$ cat config.mk
export PLATFORM = sky130hd
export DESIGN_NAME = dmem_arbiter
export DESIGN_NICKNAME = d
export VERILOG_FILES = /design/src/rtl/dmem_arbiter.sv
export SDC_FILE = /design/constraint.sdc
export NUM_CORES = 1
export LEC_CHECK = 0
export BUFFER_PORTS_ARGS = -buffer_cell sky130_fd_sc_hd__buf_2
export CAP_MARGIN = 30
export CORE_AREA = 3 3 120 122
export DETAILED_ROUTE_END_ITERATION = 10
export DIE_AREA = 0 0 123 125
export PLACE_DENSITY = 0.7
export SLEW_MARGIN = 20
export SYNTH_ARGS = -nofsm -noshare
export SYNTH_HDL_FRONTEND = slang
export SYNTH_SLANG_ARGS = --single-unit
$ cat constraint.sdc
create_clock -name clk -period 3.2 [get_ports clk]
set_input_delay 0.64 -clock clk [delete_from_list [all_inputs] [get_ports clk]]
set_output_delay 0.64 -clock clk [all_outputs]
set_load 0.01 [all_outputs]
$ cat src/rtl/dmem_arbiter.sv
// dmem_arbiter: two-port arbiter (port 0 = core, port 1 = DMA/debug) in front of a
// single-ported data memory. One access every two cycles: grant, access, respond.
// Port 0 has priority; port 1 is forced through after STARVE_LIMIT lost arbitrations.
// Optional misalignment check: define DMEM_ARB_MISALIGN_CHK_EN.
module dmem_arbiter #(
  parameter int DATA_WIDTH   = 32,
  parameter int ADDR_WIDTH   = 32,
  parameter int STARVE_LIMIT = 4
) (
  input  logic                  clk,
  input  logic                  rst_n,
  // port 0 (core)
  input  logic                  p0_req,
  input  logic                  p0_we,
  input  logic [2:0]            p0_funct3,
  input  logic [ADDR_WIDTH-1:0] p0_addr,
  input  logic [DATA_WIDTH-1:0] p0_wdata,
  output logic                  p0_gnt,
  output logic                  p0_rvalid,
  output logic [DATA_WIDTH-1:0] p0_rdata,
  output logic                  p0_err,
  // port 1 (DMA/debug)
  input  logic                  p1_req,
  input  logic                  p1_we,
  input  logic [2:0]            p1_funct3,
  input  logic [ADDR_WIDTH-1:0] p1_addr,
  input  logic [DATA_WIDTH-1:0] p1_wdata,
  output logic                  p1_gnt,
  output logic                  p1_rvalid,
  output logic [DATA_WIDTH-1:0] p1_rdata,
  output logic                  p1_err,
  // data memory command
  output logic                  mem_wr_en,
  output logic [2:0]            mem_funct3,
  output logic [ADDR_WIDTH-1:0] mem_addr,
  output logic [DATA_WIDTH-1:0] mem_wr_data,
  input  logic [DATA_WIDTH-1:0] mem_rd_data
);

  typedef enum logic [1:0] {IDLE, ACCESS, RESP} state_t;

  localparam logic [3:0] STARVE_MAX = 4'(STARVE_LIMIT);

  state_t                  state, state_next;
  logic [3:0]              starve_cnt;
  logic                    p1_wins;
  logic                    accept;
  logic                    misaligned;

  // Command latched at accept time; drives the memory during ACCESS.
  logic                    lat_we;
  logic [2:0]              lat_funct3;
  logic [ADDR_WIDTH-1:0]   lat_addr;
  logic [DATA_WIDTH-1:0]   lat_wdata;
  logic                    lat_port;

  logic [DATA_WIDTH-1:0]   rsp_data;

  // Next-state decode and combinational grant (accepts in IDLE and RESP).
  // NOTE: every signal written here gets a default first so no path leaves it unassigned (no latches).
  always_comb begin
    state_next = state;
    p1_wins    = 1'b0;
    p0_gnt     = 1'b0;
    p1_gnt     = 1'b0;
    case (state)
      IDLE, RESP: begin
        p1_wins    = p1_req && (!p0_req || (starve_cnt == STARVE_MAX));
        p0_gnt     = p0_req && !p1_wins;
        p1_gnt     = p1_wins;
        state_next = (p0_req || p1_req) ? ACCESS : IDLE;
      end
      ACCESS:  state_next = RESP;
      default: state_next = IDLE;
    endcase
  end

  assign accept = p0_gnt || p1_gnt;

  // State register.
  // NOTE: sequential state uses non-blocking assignments so all flops update from pre-edge values.
  always_ff @(posedge clk or negedge rst_n) begin
    if (!rst_n) state <= IDLE;
    else        state <= state_next;
  end

  // Starvation counter: counts port 1 losses, cleared when port 1 wins or stops asking.
  always_ff @(posedge clk or negedge rst_n) begin
    if (!rst_n) begin
      starve_cnt <= '0;
    end else if (p1_gnt) begin
      starve_cnt <= '0;
    end else if (p0_gnt && p1_req) begin
      if (starve_cnt != STARVE_MAX) starve_cnt <= starve_cnt + 4'd1;
    end else if ((state != ACCESS) && !p1_req) begin
      starve_cnt <= '0;
    end
  end

  // Capture the winner's command on accept; held until the next accept.
  always_ff @(posedge clk or negedge rst_n) begin
    if (!rst_n) begin
      lat_we     <= 1'b0;
      lat_funct3 <= '0;
      lat_addr   <= '0;
      lat_wdata  <= '0;
      lat_port   <= 1'b0;
    end else if (accept) begin
      lat_we     <= p1_gnt ? p1_we     : p0_we;
      lat_funct3 <= p1_gnt ? p1_funct3 : p0_funct3;
      lat_addr   <= p1_gnt ? p1_addr   : p0_addr;
      lat_wdata  <= p1_gnt ? p1_wdata  : p0_wdata;
      lat_port   <= p1_gnt;
    end
  end

`ifdef DMEM_ARB_MISALIGN_CHK_EN
  // Halfwords need addr[0]=0, words need addr[1:0]=0; bytes are always aligned.
  assign misaligned = (((lat_funct3 == 3'b001) || (lat_funct3 == 3'b101)) && lat_addr[0]) ||
                      ((lat_funct3 == 3'b010) && (lat_addr[1:0] != 2'b00));

  logic rsp_err;

  // Response register: load data (zero for stores/misaligned) and error flag.
  always_ff @(posedge clk or negedge rst_n) begin
    if (!rst_n) begin
      rsp_data <= '0;
      rsp_err  <= 1'b0;
    end else if (state == ACCESS) begin
      rsp_data <= (lat_we || misaligned) ? '0 : mem_rd_data;
      rsp_err  <= misaligned;
    end
  end

  assign p0_err = rsp_err;
  assign p1_err = rsp_err;
`else
  assign misaligned = 1'b0;

  // Response register: load data, zero for stores.
  always_ff @(posedge clk or negedge rst_n) begin
    if (!rst_n)                rsp_data <= '0;
    else if (state == ACCESS)  rsp_data <= lat_we ? '0 : mem_rd_data;
  end

  assign p0_err = 1'b0;
  assign p1_err = 1'b0;
`endif

  // Memory command: write strobe only in ACCESS, other fields hold the latched command.
  assign mem_wr_en   = (state == ACCESS) && lat_we && !misaligned;
  assign mem_funct3  = lat_funct3;
  assign mem_addr    = lat_addr;
  assign mem_wr_data = lat_wdata;

  // Completion pulse goes only to the port that owns the access.
  assign p0_rvalid = (state == RESP) && !lat_port;
  assign p1_rvalid = (state == RESP) &&  lat_port;
  assign p0_rdata  = rsp_data;
  assign p1_rdata  = rsp_data;

endmodule

# --- Word-level counts from Yosys, hierarchy flattened ---
# Index checks and enable logic that the tools add are counted.
classes:
  reduce_logical: 18
  n_eq_ne: 6
  add_sub_neg: 1
  mux: 13
ops:
  columns: ["cell", "n"]
  rows:
  - ["two-way mux 32 bit", 3]
  - ["two-way mux 4 bit", 4]
  - ["logical AND 1 bit", 7]
  - ["adder 4 x 1 -> 4 bit, second input constant", 1]
  - ["equality test 4 x 3 -> 1 bit, second input constant", 1]
  - ["logical NOT 1 bit", 4]
  - ["two-way mux 1 bit", 4]
  - ["inequality test 4 x 3 -> 1 bit, second input constant", 1]
  - ["case mux 2 bit (2 select lines)", 1]
  - ["logical OR 1 bit", 3]
  - ["two-way mux 3 bit", 1]
  - ["inequality test 3 x 2 -> 1 bit, second input constant", 1]
  - ["nonzero test 3 bit", 1]
  - ["equality test 2 x 1 -> 1 bit, second input constant", 1]
  - ["equality test 2 bit, second input constant", 1]
  - ["logical NOT 2 bit", 1]
  - ["inequality test 2 x 1 -> 1 bit, second input constant", 1]
  - ["AND reduction 2 bit", 1]
  - ["OR reduction 2 bit", 1]
word_totals:
  out_inout_bits: 138
  regBits: 107
  word_cells: 46
  input_bits: 172

# --- Logic depth before layout (Yosys ltp) ---
depth:
  depth_word: 9
  mapped_depth: 7
  mapped_depth_nobuf: 5

# --- Worst setup path before layout ---
# OpenSTA, ideal clock, no wires.
synth_timing:
  path_type: "flip-flop to output port"
  from: "register starve_cnt[0]"
  to: "output p1_gnt"
  stages_incl_launch_ff: 7
  path_buffers: 2
  required_time_ns: 2.560
  setup_slack_ns: 1.300
  t_arrival_ns: 1.260
  path_cell_list: "dfrtp_1 -> inv_1 -> ha_1 -> nand3b_1 -> buf_2 -> a21oi_2 -> buf_2"
synth_via:
  elab_chain_len: 4
synth_rtl:
  columns: ["item", "line", "rtl"]
  rows:
  - ["from (decl)", "45", "logic [3:0] starve_cnt;"]
  - ["from (signal assigned)", "94", "if (starve_cnt != STARVE_MAX) starve_cnt <= starve_cnt + 4'd1;"]
  - ["equality test 4 x 3 -> 1 bit", "68", "p1_wins = p1_req && (!p0_req || (starve_cnt == STARVE_MAX));"]
  - ["logical OR 1 bit", "68", null]
  - ["logical AND 1 bit", "68", null]
  - ["two-way mux 1 bit", "66", "case (state)"]
  - ["to (decl)", "28", "output logic p1_gnt,"]
# Every way passes these cells.

# --- Final worst setup path ---
# Ends and elaborated chain as after synthesis.

==> impl_summary.txt <==
----------------------------------------------------
[Flow run]
  Max_cap viols ... 0

[Die]
  Die Outline Area ... 0.0154 mm^2
  Core Region ... 0.0133 mm^2
  Number of placement rows ... 42
  Die Height ... 125 um
  Chip width ... 123 um
  Ports placed on the boundary ... 310
  Initial core utilization ... 39.4%

[Layout]
  Commonest non-fill, non-tap cell in the layout ... buf_2
  Leading cell types in the layout, fill and taps excluded ... buf_2 (306), dfrtp_1 (107), o2111a_1 (68), a221o_1 (68), nand2_1 (64)
  Multi-input combinational cell area ... 0.00206 mm^2
  FILL cells ... 1179
  Number of antenna cells inserted ... 0
  Ratio of cells with drive above 1 in the final layout ... 48.1%
  Cell Count, Final, Fillers Out ... 887
  Sequential cell area in the final layout ... 0.00268 mm^2
  Area of all placed cells without fillers ... 0.00698 mm^2
  Signed area change from the synthesized netlist to the final layout ... 33.0%
  Fraction of the core area covered by cells at the end of the flow ... 52.5%
  Post-layout net count ... 880

[Critical path]
  Worst-path fanout max ... 43
  Type of the worst setup path ... reg2out
  Kind of start point of the critical path ... register
  Setup slack of the most critical reg-to-reg path ... 910 ps
  Capturing element type of the critical path ... output port
  Critical path arrival ... 1810 ps
  Worst R2R Path Depth ... 7
  WP data required ... 2560 ps

[Synthesis]
  Synth Warn # ... 0
  EDFF count, synth ... 0
  Sequential cell area fraction in the yosys report ... 51.1%
  Number of distinct standard cells referenced by the synthesized netlist ... 29
  Largest cells by area after synthesis ... dfrtp_1 (51%), o2111a_1 (15%), a221o_1 (13%)
  Dominant register cell in the synthesized netlist ... dfrtp_1
  Cell Area, Synth ... 0.00524 mm^2
  Flip-flop and latch count after synthesis ... 107
  Cell count after synthesis ... 463
  Asr flop ratio synth ... 100%
  Portion of synthesized cell area occupied by the leading cell type ... 51.1%
  Dominant cell type by area after synthesis ... dfrtp_1
  Mean Syn Cell Area ... 11.3 um^2

[Timing]
  Setup repair after global routing missed its margin ... false
  Min cycle time layout ... 2450 ps
  Worst hold slack across all endpoints ... 134 ps
  Fmax achieved ... 408 MHz
  Slew @ Worst Pin ... 762 ps
  Final-report hold violation count ... 0
  Post-layout worst setup margin ... 747 ps
  Max_slew headroom ... 49.2%
  Setup skew after layout ... 13.8 ps
  Number of pins with negative max-slew slack in the final report ... 0
  Fin crit share ... 76.7%
  Number of setup violations in the final report ... 0
  Final total negative setup slack ... 0 ps

[GRT]
  Initial antenna violation count ... 2
  Vias in the first global route ... 4868
  GRT Residual Overflow ... 0
  Wire length of the first global-routing pass ... 25.8 mm
  Overall Global Routing Usage ... 20.8%
  Largest net degree at the start of global routing ... 70

[Route]
  Routed vias/inst ... 5.58
  Total length of routed met2 wires ... 8.31 mm
  Starting DRC count in detailed routing ... 257
  Wl on met1 ... 6.67 mm
  Met3 layer wire length in the routed design ... 1.48 mm
  Pre-antenna DRT Iters ... 5
  Max layer used ... met5
  Detailed-route wire length ... 16.8 mm
  Routed WL per cell ... 18.9 um
  Vias ... 4950
  Antenna Nets Post-Route ... 0
  DRC viols ... 0

[Status]
  Outcome ... complete, no violations

[Placement]
  Last weighted congestion value of the routability-driven placer ... 0.793
  Setup Slack @ Placement ... 945 ps
  Final HPWL DP ... 12.1 mm
  IO buf count ... 307
  Placed cell area ... 0.00665 mm^2
  Cell Count Post-Placement ... 871

[Clock tree]
  Post-CTS Hold Buffers ... 0
  Inserted Clock Buffers ... 9
  H-tree depth ... 3
  Clock transition at the register clock pins on the worst setup and hold paths after CTS ... 70 ps
  Number of buffers added for setup after CTS ... 0
  Count of instances resized after the clock tree is built ... 0
  Clock net sink count ... 107
  Buffer levels on the longest clock path ... 2
  Clock Root Buffer ... clkbuf_16
  Clock insertion delay at the later pin of the skew report ... 340 ps
  Clock tree from TritonCTS ... yes

[Power]
  Worst ir drop on vdd ... 0.260 mV
  Leakage power summed over all cells ... 3.54 nW
  Overall power consumption ... 4.48 mW
  Power per standard cell area ... 642 mW/mm^2

[Hold path]
  Worst min path class ... in2async

----------------------------------------------------
==> metal layers <==
metal	track usage, %	vias up
met2	35.6	269
li1	-	2269
met1	26.3	2381
met5	0	-
met3	4.65	27
met4	6.12	4
==> sequential cells by signal, indices dropped and copies added, names as in the netlist <==
signal       count
lat_we           1
state            2
lat_port         1
p0_rdata        32
mem_funct3       3
mem_wr_data     32
starve_cnt       4
mem_addr        32
==> cell type report <==
type | instances | share of cell area (%)
Tap cell | 176 | 3.16
Timing Repair Buffer | 319 | 23.7
Inverter | 9 | 0.484
Clock buffer | 12 | 3.68
Clock inverter | 4 | 1.04
Multi-Input combinational cell | 260 | 29.5
Sequential cell | 107 | 38.4
==> critical path, stage by stage, from the launching register on <==
cell and delay [ps]:
dfrtp_1 380, inv_1 80, ha_1 220, nand3b_1 100, buf_4 430, a21oi_4 100
buf_2 160
==> where the power goes <==
group | switching (mW) | internal [mW] | total, mW
combinational | 0.793 | 0.611 | 1.40
sequential | 0.211 | 1.65 | 1.86
clock | 0.488 | 0.728 | 1.22
==> logic make-up (layout without fill, tap and decap cells) <==
family	count (synthesis)	in the layout	share of synthesized area [%]
AO/OA/AOI/OAI	179	179	32.1
adder cells (fa/ha/maj)	2	2	0.477
buffers and inverters	97	344	10.1
flip-flops	107	107	51.1
other	1	2	0.0715
AND/OR/NAND/NOR	77	77	6.18
==> synthesized netlist by cell type (all sizes together), types with 3 or more instances <==
library cell / number
nand2: 64
buf: 58
inv: 8
o2111a: 68
dfrtp: 107
a221o: 68
a31oi: 3
o21ai: 35
nand4: 3
clkbuf: 30
==> path summary, 6_finish.rpt <==
kind / end / from
worst min-delay path: p0_rdata[8] / rst_n
worst max-delay path: p1_gnt / starve_cnt[0]
min in group clk: starve_cnt[3] / starve_cnt[3]
worst min register to register: starve_cnt[3] / starve_cnt[3]
worst max register to register: mem_addr[3] / starve_cnt[0]
max in group asynchronous: mem_wr_data[27] / rst_n
Note: power is estimated with default switching activity, not from simulation.
